### config.mk
export PLATFORM = sky130hd
export DESIGN_NAME = fetch_unit_flat
export DESIGN_NICKNAME = d
export VERILOG_FILES = /design/src/rtl/fetch_unit_if.sv /design/src/rtl/fetch_unit.sv /design/src/flat_wrapper.sv
export SDC_FILE = /design/constraint.sdc
export NUM_CORES = 1
export LEC_CHECK = 0
export ABC_AREA = 0
export CAP_MARGIN = 20
export CELL_PAD_IN_SITES_DETAIL_PLACEMENT = 2
export CELL_PAD_IN_SITES_GLOBAL_PLACEMENT = 2
export CORE_MARGIN = 2
export CORE_UTILIZATION = 32
export CTS_BUF_LIST = sky130_fd_sc_hd__clkbuf_4
export CTS_CLUSTER_DIAMETER = 60
export DETAILED_ROUTE_END_ITERATION = 8
export PLACE_DENSITY_LB_ADDON = 0.1
export SYNTH_ARGS = -nofsm -noshare
export SYNTH_HDL_FRONTEND = slang
export SYNTH_SLANG_ARGS = --single-unit
### constraint.sdc
create_clock -name clk -period 4.9 [get_ports clk]
set_clock_uncertainty 0.15 [all_clocks]
set_input_delay 0.49 -clock clk [delete_from_list [all_inputs] [get_ports clk]]
set_output_delay 0.49 -clock clk [all_outputs]
set_load 0.01 [all_outputs]
### src/rtl/fetch_unit_if.sv
// -----------------------------------------------------------------------------
// fetch_unit_if
//   Request/acknowledge bus between the instruction-fetch stage and a
//   variable-latency instruction memory.
//
//   imem_req    fetch side -> memory   request valid
//   imem_addr   fetch side -> memory   word-aligned fetch address
//   imem_ack    memory -> fetch side   read data valid this cycle
//   imem_rdata  memory -> fetch side   instruction word, valid with imem_ack
//
//   modport master : used by the fetch unit (issues requests)
//   modport slave  : used by the instruction memory (answers requests)
// -----------------------------------------------------------------------------
interface fetch_unit_if;
    logic        imem_req;
    logic [31:0] imem_addr;
    logic        imem_ack;
    logic [31:0] imem_rdata;

    modport master (
        output imem_req,
        output imem_addr,
        input  imem_ack,
        input  imem_rdata
    );

    modport slave (
        input  imem_req,
        input  imem_addr,
        output imem_ack,
        output imem_rdata
    );
endinterface

### src/rtl/fetch_unit.sv
// -----------------------------------------------------------------------------
// fetch_unit
//   Instruction-fetch stage of a 5-stage MIPS pipeline. Owns the PC, issues
//   requests to a variable-latency instruction memory, buffers a returned
//   instruction while the pipeline is stalled, and presents im/pc4 to the
//   F/D register (nop bubble when nothing is ready). Redirects from the
//   D-stage next-PC logic follow delay-slot semantics: a redirect that
//   arrives while the delay-slot instruction is still outstanding is kept
//   pending and applied once that instruction has been consumed.
//
// Ports
//   clk             system clock, rising edge
//   reset           asynchronous reset, active low
//   stall           hazard-unit stall; nothing is consumed this cycle
//   redirect_valid  D stage requests a non-sequential next PC
//   redirect_pc     redirect target (low two bits ignored)
//   imem            instruction-memory bus (master side)
//   im              instruction to F/D register, 0 when no instruction
//   pc4             PC+4 of the instruction on im, 0 when bubble
//   f_valid         im/pc4 carry a real instruction
//   pc_F            current fetch PC (trace)
// -----------------------------------------------------------------------------
module fetch_unit #(
    parameter logic [31:0] PC_RESET = 32'h0000_3000
) (
    input  logic              clk,
    input  logic              reset,
    input  logic              stall,
    input  logic              redirect_valid,
    input  logic [31:0]       redirect_pc,
    fetch_unit_if.master      imem,
    output logic [31:0]       im,
    output logic [31:0]       pc4,
    output logic              f_valid,
    output logic [31:0]       pc_F
);

    typedef enum logic [0:0] {
        FETCH = 1'b0,   // request outstanding at pc_reg
        HOLD  = 1'b1    // instruction parked in buf_*_reg during a stall
    } state_t;

    state_t      state_reg;
    logic [31:0] pc_reg;
    logic [31:0] buf_ir_reg;
    logic [31:0] buf_pc4_reg;
    logic        pend_valid_reg;
    logic [31:0] pend_pc_reg;

    logic [31:0] pc_plus4;
    logic [31:0] redirect_aligned;
    logic        in_fetch;
    logic        in_hold;
    logic        ack_fetch;
    logic        valid_int;
    logic        consume;
    logic [31:0] npc;

    assign pc_plus4         = pc_reg + 32'd4;   // wraps modulo 2^32
    assign redirect_aligned = redirect_pc & 32'hFFFF_FFFC;

    // The state register already reads FETCH while reset is held, so the
    // reset level is folded in here to keep the bus and the F/D outputs
    // quiet for the whole reset window, not just after the next edge.
    always_comb begin
        in_fetch  = reset && (state_reg == FETCH);
        in_hold   = reset && (state_reg == HOLD);
        ack_fetch = in_fetch && imem.imem_ack;
        valid_int = ack_fetch || in_hold;
        consume   = valid_int && !stall;

        if (redirect_valid) begin
            npc = redirect_aligned;
        end else if (pend_valid_reg) begin
            npc = pend_pc_reg;
        end else begin
            npc = pc_plus4;
        end
    end

    // F/D-facing outputs: same-cycle pass-through of the memory word in
    // FETCH, replay of the parked word in HOLD, bubble otherwise.
    always_comb begin
        im  = 32'h0;
        pc4 = 32'h0;
        if (in_hold) begin
            im  = buf_ir_reg;
            pc4 = buf_pc4_reg;
        end else if (ack_fetch) begin
            im  = imem.imem_rdata;
            pc4 = pc_plus4;
        end
    end

    assign f_valid        = valid_int;
    assign pc_F           = pc_reg;
    assign imem.imem_req  = in_fetch;
    assign imem.imem_addr = pc_reg;

    always_ff @(posedge clk or negedge reset) begin
        if (!reset) begin
            state_reg      <= FETCH;
            pc_reg         <= PC_RESET;
            buf_ir_reg     <= 32'h0;
            buf_pc4_reg    <= 32'h0;
            pend_valid_reg <= 1'b0;
            pend_pc_reg    <= 32'h0;
        end else begin
            // PC only ever moves on a consume; any pending redirect is
            // used up (or superseded by a fresh one) at that moment.
            if (consume) begin
                pc_reg         <= npc;
                pend_valid_reg <= 1'b0;
            end else if (redirect_valid) begin
                // Delay slot not yet delivered: remember the target. A
                // later redirect before the consume simply overwrites it.
                pend_valid_reg <= 1'b1;
                pend_pc_reg    <= redirect_aligned;
            end

            case (state_reg)
                FETCH: begin
                    if (ack_fetch && stall) begin
                        buf_ir_reg  <= imem.imem_rdata;
                        buf_pc4_reg <= pc_plus4;
                        state_reg   <= HOLD;
                    end
                end
                HOLD: begin
                    if (!stall) begin
                        state_reg <= FETCH;
                    end
                end
                default: state_reg <= FETCH;
            endcase
        end
    end

endmodule

### src/flat_wrapper.sv
// flat-port wrapper written by rule: the top's interface ports become plain ports
module fetch_unit_flat 
#(
    parameter logic [31:0] PC_RESET = 32'h0000_3000
)
  (clk, reset, stall, redirect_valid, redirect_pc, im, pc4, f_valid, pc_F, imem_imem_req, imem_imem_addr, imem_imem_ack, imem_imem_rdata);
  fetch_unit_if imem_i ();
  input  logic clk;
  input  logic reset;
  input  logic stall;
  input  logic redirect_valid;
  input  logic [31:0] redirect_pc;
  output logic [31:0] im;
  output logic [31:0] pc4;
  output logic f_valid;
  output logic [31:0] pc_F;
  output wire logic [$bits(imem_i.imem_req)-1:0] imem_imem_req;
  output wire logic [$bits(imem_i.imem_addr)-1:0] imem_imem_addr;
  input wire logic [$bits(imem_i.imem_ack)-1:0] imem_imem_ack;
  input wire logic [$bits(imem_i.imem_rdata)-1:0] imem_imem_rdata;
  assign imem_imem_req = imem_i.imem_req;
  assign imem_imem_addr = imem_i.imem_addr;
  assign imem_i.imem_ack = imem_imem_ack;
  assign imem_i.imem_rdata = imem_imem_rdata;
  fetch_unit #(.PC_RESET(PC_RESET)) u_core (.clk(clk), .reset(reset), .stall(stall), .redirect_valid(redirect_valid), .redirect_pc(redirect_pc), .imem(imem_i), .im(im), .pc4(pc4), .f_valid(f_valid), .pc_F(pc_F));
endmodule
==> flow_summary.ini, run 1 <==
[die]
die_h_um = 149
die_w_um = 149
design.core.area_mm2 = 0.0204
start_util_pct = 32.8
ios = 199
placementRows = 52
die_area_mm2 = 0.0221

[worst_setup_path]
cp_max_fo = 11
critPathRequiredTime_ns = 4.26
cp-end-kind = output pin
crit_type = reg -> out
crit_family = simple AND/OR/NAND/NOR gates
slowest_delay_ns = 0.68
worstPathArrival_ns = 3.79
cp_cell_sequence = ha_1, inv_1, nor4_2, nand3_1, xnor2_1, o21ai_0, clkdlybuf4s50_1
critPathLaunchType = register
critPathSlowestCell = nor4_2
crit_buf_inv = 2

[yosys]
synth_compound_area_share_pct = 19.6
synth.avg_cell_area_um2 = 9.83
yosysWarnings = 0
synthSimpleGateAreaFrac_pct = 11.9
synth_cell_types = 53
seq_area_frac_synth_pct = 46.3
synth-seq-cells = 124
synth_top_family_by_area = compound AO/OA/AOI/OAI gates
netlist_instances = 682
ys_async_sr_fraction_pct = 100
syn-cell-area_mm2 = 0.00670
synthMuxAreaShare_pct = 11.0
synthAdderAreaFrac_pct = 0.187
synth-edff-count = 0
synth_xor_area_share_pct = 3.66
ys.flop_type = dfrtp_1

[final_layout]
area_growth_pct = 32.8
fillCellCount = 2180
drive_gt1_share_pct = 13.5
layout.area.seq_mm2 = 0.00311
fin_cells = 1108
multi_input_comb_area_mm2 = 0.00313
fin_nets = 894
largest_register_ff_count = 32

[route]
drc = 0
drt-total-wl_um = 22600
drt_iter0_markers = 242
drt_pass1_iterations = 4
num_vias = 5850
ant_nets = 0
wl_per_cell_um = 20.4
avgViaCountPerCell = 5.28

[cts]
ctsLongestPathBuffers = 2
ctsResizeCount = 0
cts_root_buf = clkbuf_4
clock_latency_ns = 0.56
htree_levels = 4
clk_pin_slew_ns = 0.12
cts_buffers = 17
numClockSinks = 124
cts_tree = yes

[pwr]
leakage_uw = 0.00352
power_per_cell_area_mw_per_mm2 = 366
peakVddDrop_mv = 0.140

[global_route]
grt_pass1_wl_um = 35800
track_usage_pct = 20.8
antenna_found_initial = 1
gr-total-overflow = 0
grt_pass1_vias = 6347
grt_max_degree = 63

[placement]
portBuffers = 190
gp_congestion = 0.764
dpl.cell_count = 1073
dp.final_hpwl_um = 16700
dpl_worst_slack_ns = 1.05

[timing]
setup_viol = 0
postLayoutSetupSlackWorst_ns = 0.472
finalMaxSlewViolations = 0
maxSlewHeadroom_pct = 26.3
worst_pin_slew_ns = 1.10
fin_crit_ns = 4.43
hold_viol_final = 0
post-route-period-util_pct = 90.4
fmax_ghz = 0.226
grt_setup_unrepaired = no
fin_tns_setup_ns = 0

[min_path]
worst_hold_path_type = in -> async

[status]
status = finished clean

[flow_run]
cap_viol_max_count = 0
==> placed cells by master, fill, tap and decap left out, types with 17 or more instances in the layout <==
cell type        netlist  routed
a21oi_1               25      25
a22o_1                33      33
clkbuf_4               0      17
clkdlybuf4s50_1        0     189
dfrtp_1              122     122
mux2_2                63      63
nand2_1               83      82
nand3_1               21      21
nor2_1                26      26
o21ai_0               79      79
xnor2_1               17      17
==> through the flow <==
stage / hold slack (ns) / util (%) / cell area (µm²) / power [µW]
detailed placement: 0.150 / 42.0 / 8580 / 2510
CTS: 0.0640 / 43.5 / 8890 / 3300
floorplan: 0.0444 / - / 6720 / 1980
global route: 0.0666 / 43.6 / 8900 / 3460
global placement: 0.145 / 42.0 / 8580 / 2450
finish: 0.124 / 43.6 / 8900 / 3260
==> synthesized netlist by cell type, types with 5 or more instances <==
library cell | instances | area (µm²)
dfrtp_1 | 122 | 3050
nand2_1 | 83 | 312
o21ai_0 | 79 | 395
mux2_2 | 63 | 709
clkbuf_1 | 44 | 165
buf_4 | 36 | 270
a22o_1 | 33 | 289
nor2_1 | 26 | 97.6
a21oi_1 | 25 | 125
nand3_1 | 21 | 105
xnor2_1 | 17 | 149
inv_1 | 12 | 45.0
xor2_1 | 11 | 96.3
a22oi_1 | 10 | 75.1
nor4_1 | 9 | 56.3
o31a_1 | 8 | 70.1
o22ai_1 | 7 | 43.8
and2_1 | 6 | 37.5
and3_1 | 6 | 37.5
o2bb2ai_1 | 6 | 52.6
nor3_1 | 5 | 25.0
==> power breakdown <==
part           switching (µW)  total, µW  internal [µW]
logic                     472       1010            539
clock network             422        774            352
registers                 229       1470           1240
==> area by class of cell <==
cell class | instances | share of cell area [%]
multi-input combinational | 469 | 35.2
sequential | 124 | 34.9
timing repair buffer | 200 | 22.2
tap | 270 | 3.79
clock inverter | 15 | 1.94
clock buffer | 17 | 1.43
inverter | 12 | 0.506
antenna | 1 | 0.0281
==> routing by layer <==
| layer | vias up | global-route usage (%) | wire length, µm |
|---|---|---|---|
| met5 | - | 0 | 0 |
| met4 | 0 | 5.00 | 208 |
| met3 | 14 | 3.52 | 919 |
| met2 | 160 | 35.0 | 10800 |
| met1 | 2954 | 28.1 | 10600 |
| li1 | 2722 | - | - |
==> what timing repair did <==
action	4_1_cts	5_1_grt
hold endpoints to repair	1	0
hold buffers	1	0
setup buffers	0	0
==> worst reg2reg max path, cell delays in order, from the launching register on <==
cell	delay (ns)
dfrtp_1	0.84
inv_1	0.47
nand2_1	0.78
nor2_1	0.08
a222oi_1	0.41
o2bb2ai_1	0.11
==> logic make-up after synthesis <==
family	count (synthesis)
compound gates	199
xor+xnor	28
fa+ha+maj	1
buf+inv	94
flops	124
mux	66
other cells	1
simple gates	169
==> worst paths after layout <==
path / from / endpoint / slack, ns / cells after the start
setup / recovery: u_core.imem.imem_addr[2]$_DFFE_PN0P_ / pc4[30] / 0.47 / 7
hold / removal: reset / u_core.state_reg$_DFF_PN0_ / 0.12 / 2
setup reg to reg: u_core.pend_valid_reg$_DFFE_PN0P_ / u_core.imem.imem_addr[16]$_DFFE_PN0P_ / 1.93 / 5
hold reg to reg: u_core.buf_pc4_reg[16]$_DFFE_PN0P_ / u_core.buf_pc4_reg[16]$_DFFE_PN0P_ / 0.35 / 2
max in group asynchronous: reset / u_core.imem.imem_addr[24]$_DFFE_PN0P_ / 2.67 / 4
min in group clk: u_core.buf_pc4_reg[16]$_DFFE_PN0P_ / u_core.buf_pc4_reg[16]$_DFFE_PN0P_ / 0.35 / 2
No activity file was read; power rests on OpenSTA's default activity.
==> run 2, diff against run 1 <==
- CORE_UTILIZATION: 32 -> 31
- CTS_BUF_LIST: sky130_fd_sc_hd__clkbuf_4 -> not set
==> flow_summary.ini, run 2 (same netlist as run 1, synthesis figures left out) <==
[cts]
numClockSinks = 124
clk_pin_slew_ns = 0.06
clock_latency_ns = 0.42
ctsResizeCount = 0
ctsHoldBuffers = 0
htree_levels = 4
ctsLongestPathBuffers = 2
cts_root_buf = clkbuf_16
post_cts_buffers = 0
cts_buffers = 17
cts_tree = yes

[worst_setup_path]
cp-end-kind = output pin
cp_max_fo = 11
critPathLaunchType = register
critPathRequiredTime_ns = 4.26
worstPathArrival_ns = 3.60
crit_type = reg -> out

[status]
status = finished clean

[die]
design.core.area_mm2 = 0.0212
start_util_pct = 31.7
placementRows = 53
die_h_um = 151
die_w_um = 151
die_area_mm2 = 0.0228
ios = 199

[global_route]
grt_pass1_vias = 6217
grt_max_degree = 70
track_usage_pct = 20.3
gr-total-overflow = 0
top_usage_layer = met2
grt_util_met2_pct = 33.2
grt_pass1_wl_um = 35700
antenna_found_initial = 0
met3_usage_pct = 3.73
met1_usage_pct = 28.0

[route]
wl_per_cell_um = 20.4
drt_pass1_iterations = 4
num_vias = 5829
avgViaCountPerCell = 5.24
drt_iter0_markers = 244
drc = 0
drt-total-wl_um = 22700
ant_nets = 0

[timing]
post-route-period-util_pct = 86.5
finalMaxSlewViolations = 0
hold_viol_final = 0
grt_setup_unrepaired = no
fin_tns_setup_ns = 0
setup_viol = 0
maxSlewHeadroom_pct = 36.3
fin_crit_ns = 4.24
fmax_ghz = 0.236
worst_pin_slew_ns = 0.952

[placement]
dpl.cell_count = 1080
portBuffers = 190
gp_congestion = 0.779
dp.final_hpwl_um = 16500

[flow_run]
cap_viol_max_count = 0

[final_layout]
area_growth_pct = 39.1
layout.area.seq_mm2 = 0.00311
fin_cells = 1113
fillCellCount = 2233
fin_nets = 895
num_antenna_cells = 0
largest_register_ff_count = 32
drive_gt1_share_pct = 14.0
multi_input_comb_area_mm2 = 0.00313
layout_commonest_cell = clkdlybuf4s50_1
final_cell_mix = clkdlybuf4s50_1 (189), dfrtp_1 (122), nand2_1 (82), o21ai_0 (79), mux2_2 (63)

[min_path]
worst_hold_path_type = in -> async

[pwr]
peakVddDrop_mv = 0.249
p_total_uw = 4020
power_per_cell_area_mw_per_mm2 = 431
leakage_uw = 0.00372
[run 2: cell count changes in the layout (fill, tap and decap cells not counted), sizes merged]
cell,before,now
bufinv,3,7
clkinvlp,4,0
clkinv,6,3
buf,10,12
clkbuf,17,19
diode,1,0
dlygate4sd3,1,0
inv,14,15
[run 2: power by group]
part	switching (µW)	internal (µW)	leakage (µW)	total [µW]
Clock	489	1040	0.000349	1530
Sequential	232	1240	0.00150	1480
Combinational	473	539	0.00188	1010
[run 2: final timing paths]
kind | from | end | slack (ns) | cells after the start
setup / recovery | u_core.imem.imem_addr[2]$_DFFE_PN0P_ | pc4[30] | 0.66 | 7
hold / removal | reset | u_core.buf_pc4_reg[2]$_DFFE_PN0P_ | 0.11 | 2
setup reg to reg | u_core.imem.imem_addr[2]$_DFFE_PN0P_ | u_core.imem.imem_addr[26]$_DFFE_PN0P_ | 1.93 | 6
hold reg to reg | u_core.buf_pc4_reg[16]$_DFFE_PN0P_ | u_core.buf_pc4_reg[16]$_DFFE_PN0P_ | 0.33 | 2
max in group asynchronous | reset | u_core.imem.imem_addr[24]$_DFFE_PN0P_ | 3.07 | 3
min in group clk | u_core.buf_pc4_reg[16]$_DFFE_PN0P_ | u_core.buf_pc4_reg[16]$_DFFE_PN0P_ | 0.33 | 2
[run 2: stage by stage]
step	util [%]	instance area [µm²]	hold slack, ns	setup WS (ns)
floorplan	-	6720	0.0444	2.22
global placement	40.6	8590	0.311	1.15
detailed placement	40.7	8600	0.324	1.08
CTS	44.0	9320	0.141	0.577
global route	44.1	9320	0.158	0.382
finish	44.1	9320	0.105	0.660
[run 2: critical path: stages (launching register included)]
cell             delay [ns]
dfrtp_1                0.61
ha_1                   0.34
inv_1                  0.14
nor4_2                 0.67
nand3_1                0.34
xnor2_1                0.24
o21ai_0                0.23
clkdlybuf4s50_1        0.60
[run 2: layer usage]
metal  part of all wire, %  vias to the layer above
met5                     0                        -
met4                   1.1                        0
met3                   4.5                       17
met2                    48                      157
met1                    47                     2945
li1                      -                     2710
[run 2: layout make-up]
cell class,instances,area share (%)
Clock buffer,19,4.86
Sequential cell,124,33.3
Clock inverter,13,2.78
Inverter,12,0.483
Timing Repair Buffer,201,21.3
Multi-Input combinational cell,469,33.6
Tap cell,275,3.69
==> run 3, diff against run 2 <==
- CORE_ASPECT_RATIO: not set -> 2
==> flow_summary.ini, run 3 (same netlist as run 1, synthesis figures left out) <==
[status]
status = finished clean

[route]
wl_per_cell_um = 22.6
avgViaCountPerCell = 5.38
num_vias = 5979
drt_iter0_markers = 216
drt-total-wl_um = 25100
drt_pass1_iterations = 4
ant_nets = 0
drc = 0

[worst_setup_path]
crit_type = in -> out
critPathLaunchType = input pin
startpoint = reset
worstPathArrival_ns = 3.60
cp-end-kind = output pin
cp_max_fo = 40
critPathRequiredTime_ns = 4.26
crit-reg2reg-launch = u_core.pend_valid_reg$_DFFE_PN0P_

[timing]
fmax_ghz = 0.236
worst_pin_slew_ns = 1.01
fin_crit_ns = 4.24
post-route-period-util_pct = 86.5
hold_viol_final = 0
fin_tns_setup_ns = 0
finalMaxSlewViolations = 0
holdWs_ns = 0.334
setup_viol = 0
grt_setup_unrepaired = no
maxSlewHeadroom_pct = 32.7
postLayoutSetupSlackWorst_ns = 0.663

[final_layout]
fin_nets = 896
area_growth_pct = 38.0
final_cell_mix = clkdlybuf4s50_1 (189), dfrtp_1 (122), nand2_1 (82), o21ai_0 (79), mux2_2 (63)
layout_commonest_cell = clkdlybuf4s50_1
largest_register_ff_count = 32
fillCellCount = 2266
fin_util_pct = 43.2
drive_gt1_share_pct = 13.4

[pwr]
leakage_uw = 0.00369
power_per_cell_area_mw_per_mm2 = 417
p_total_uw = 3850
peakVddDrop_mv = 0.183

[global_route]
track_usage_pct = 22.4
antenna_found_initial = 1
top_usage_layer = met2
gr-total-overflow = 0
met3_usage_pct = 3.46
grt_pass1_wl_um = 38400
met1_usage_pct = 21.8
grt_util_met2_pct = 44.4
grt_max_degree = 92
grt_pass1_vias = 6801

[die]
placementRows = 76
die_w_um = 108
ios = 199
die_area_mm2 = 0.0229
die_h_um = 212
design.core.area_mm2 = 0.0214
start_util_pct = 31.3

[min_path]
holdCritStartpoint = u_core.buf_pc4_reg[30]$_DFFE_PN0P_
worst_hold_path_type = reg -> reg

[cts]
numClockSinks = 124
cts_root_buf = clkbuf_16
cts_tree = yes
htree_levels = 4
clock_latency_ns = 0.42
ctsHoldBuffers = 1
cts_buffers = 17
ctsLongestPathBuffers = 2
clk_pin_slew_ns = 0.05
ctsResizeCount = 0
post_cts_buffers = 0

[placement]
portBuffers = 190
dpl_worst_slack_ns = 1.08
dp.final_hpwl_um = 18400
gp_congestion = 0.794

[flow_run]
cap_viol_max_count = 0
==> run 3: cell types whose count changed in the layout (fill, tap and decap cells not counted) <==
cell / previous run / this run
clkinv_4: 2 / 0
clkinv_2: 1 / 4
bufinv_16: 7 / 4
dlygate4sd3_1: 0 / 1
clkbuf_1: 0 / 4
nand2_2: 1 / 0
inv_6: 3 / 0
buf_16: 0 / 1
diode_2: 0 / 1
nand2_4: 0 / 1
buf_6: 1 / 0
==> run 3: area by class of cell <==
cell class / count / area (µm²) / share of cell area [%]
multi-input cells: 469 / 3140 / 33.9
flip-flops and latches: 124 / 3110 / 33.6
repair buffers: 202 / 2010 / 21.7
clock buffers: 23 / 468 / 5.06
well taps: 273 / 342 / 3.69
clock inverters: 8 / 140 / 1.51
inverters: 12 / 45.0 / 0.487
diodes: 1 / 2.50 / 0.0270
==> run 3: routing by layer <==
layer	wire length, µm	vias to the layer above
met5	0	-
met4	983	0
met3	890	40
met2	14600	168
met1	8690	3062
li1	-	2709
==> run 3: metrics by stage <==
stage	std cells	cell area, µm²
6_report	1112	9250
5_1_grt	1112	9250
4_1_cts	1110	9220
3_5_place_dp	1078	8600
3_3_place_gp	1078	8600
2_1_floorplan	687	6720
==> run 3: worst max-delay path: stages <==
cell	delay (ns)
dlygate4sd3_1	0.53
buf_4	0.44
nor2b_1	0.27
nand2_1	0.63
o21ai_0	0.55
clkdlybuf4s50_1	0.62
==> run 3: report_power, final <==
group	leakage (µW)	switching (µW)	internal, µW
clock	0.000301	466	872
combinational	0.00189	501	543
sequential	0.00150	227	1250
==> run 3: path summary, 6_finish.rpt <==
check,end,slack [ns],depth (start not counted)
worst min register to register,u_core.buf_pc4_reg[30]$_DFFE_PN0P_,0.33,2
min in group asynchronous,u_core.imem.imem_addr[14]$_DFFE_PN0P_,0.46,2
worst max-delay path,pc4[30],0.66,6
worst max register to register,u_core.imem.imem_addr[16]$_DFFE_PN0P_,1.99,5
worst min-delay path,u_core.buf_pc4_reg[30]$_DFFE_PN0P_,0.33,2
max in group asynchronous,u_core.buf_ir_reg[22]$_DFFE_PN0P_,2.49,4
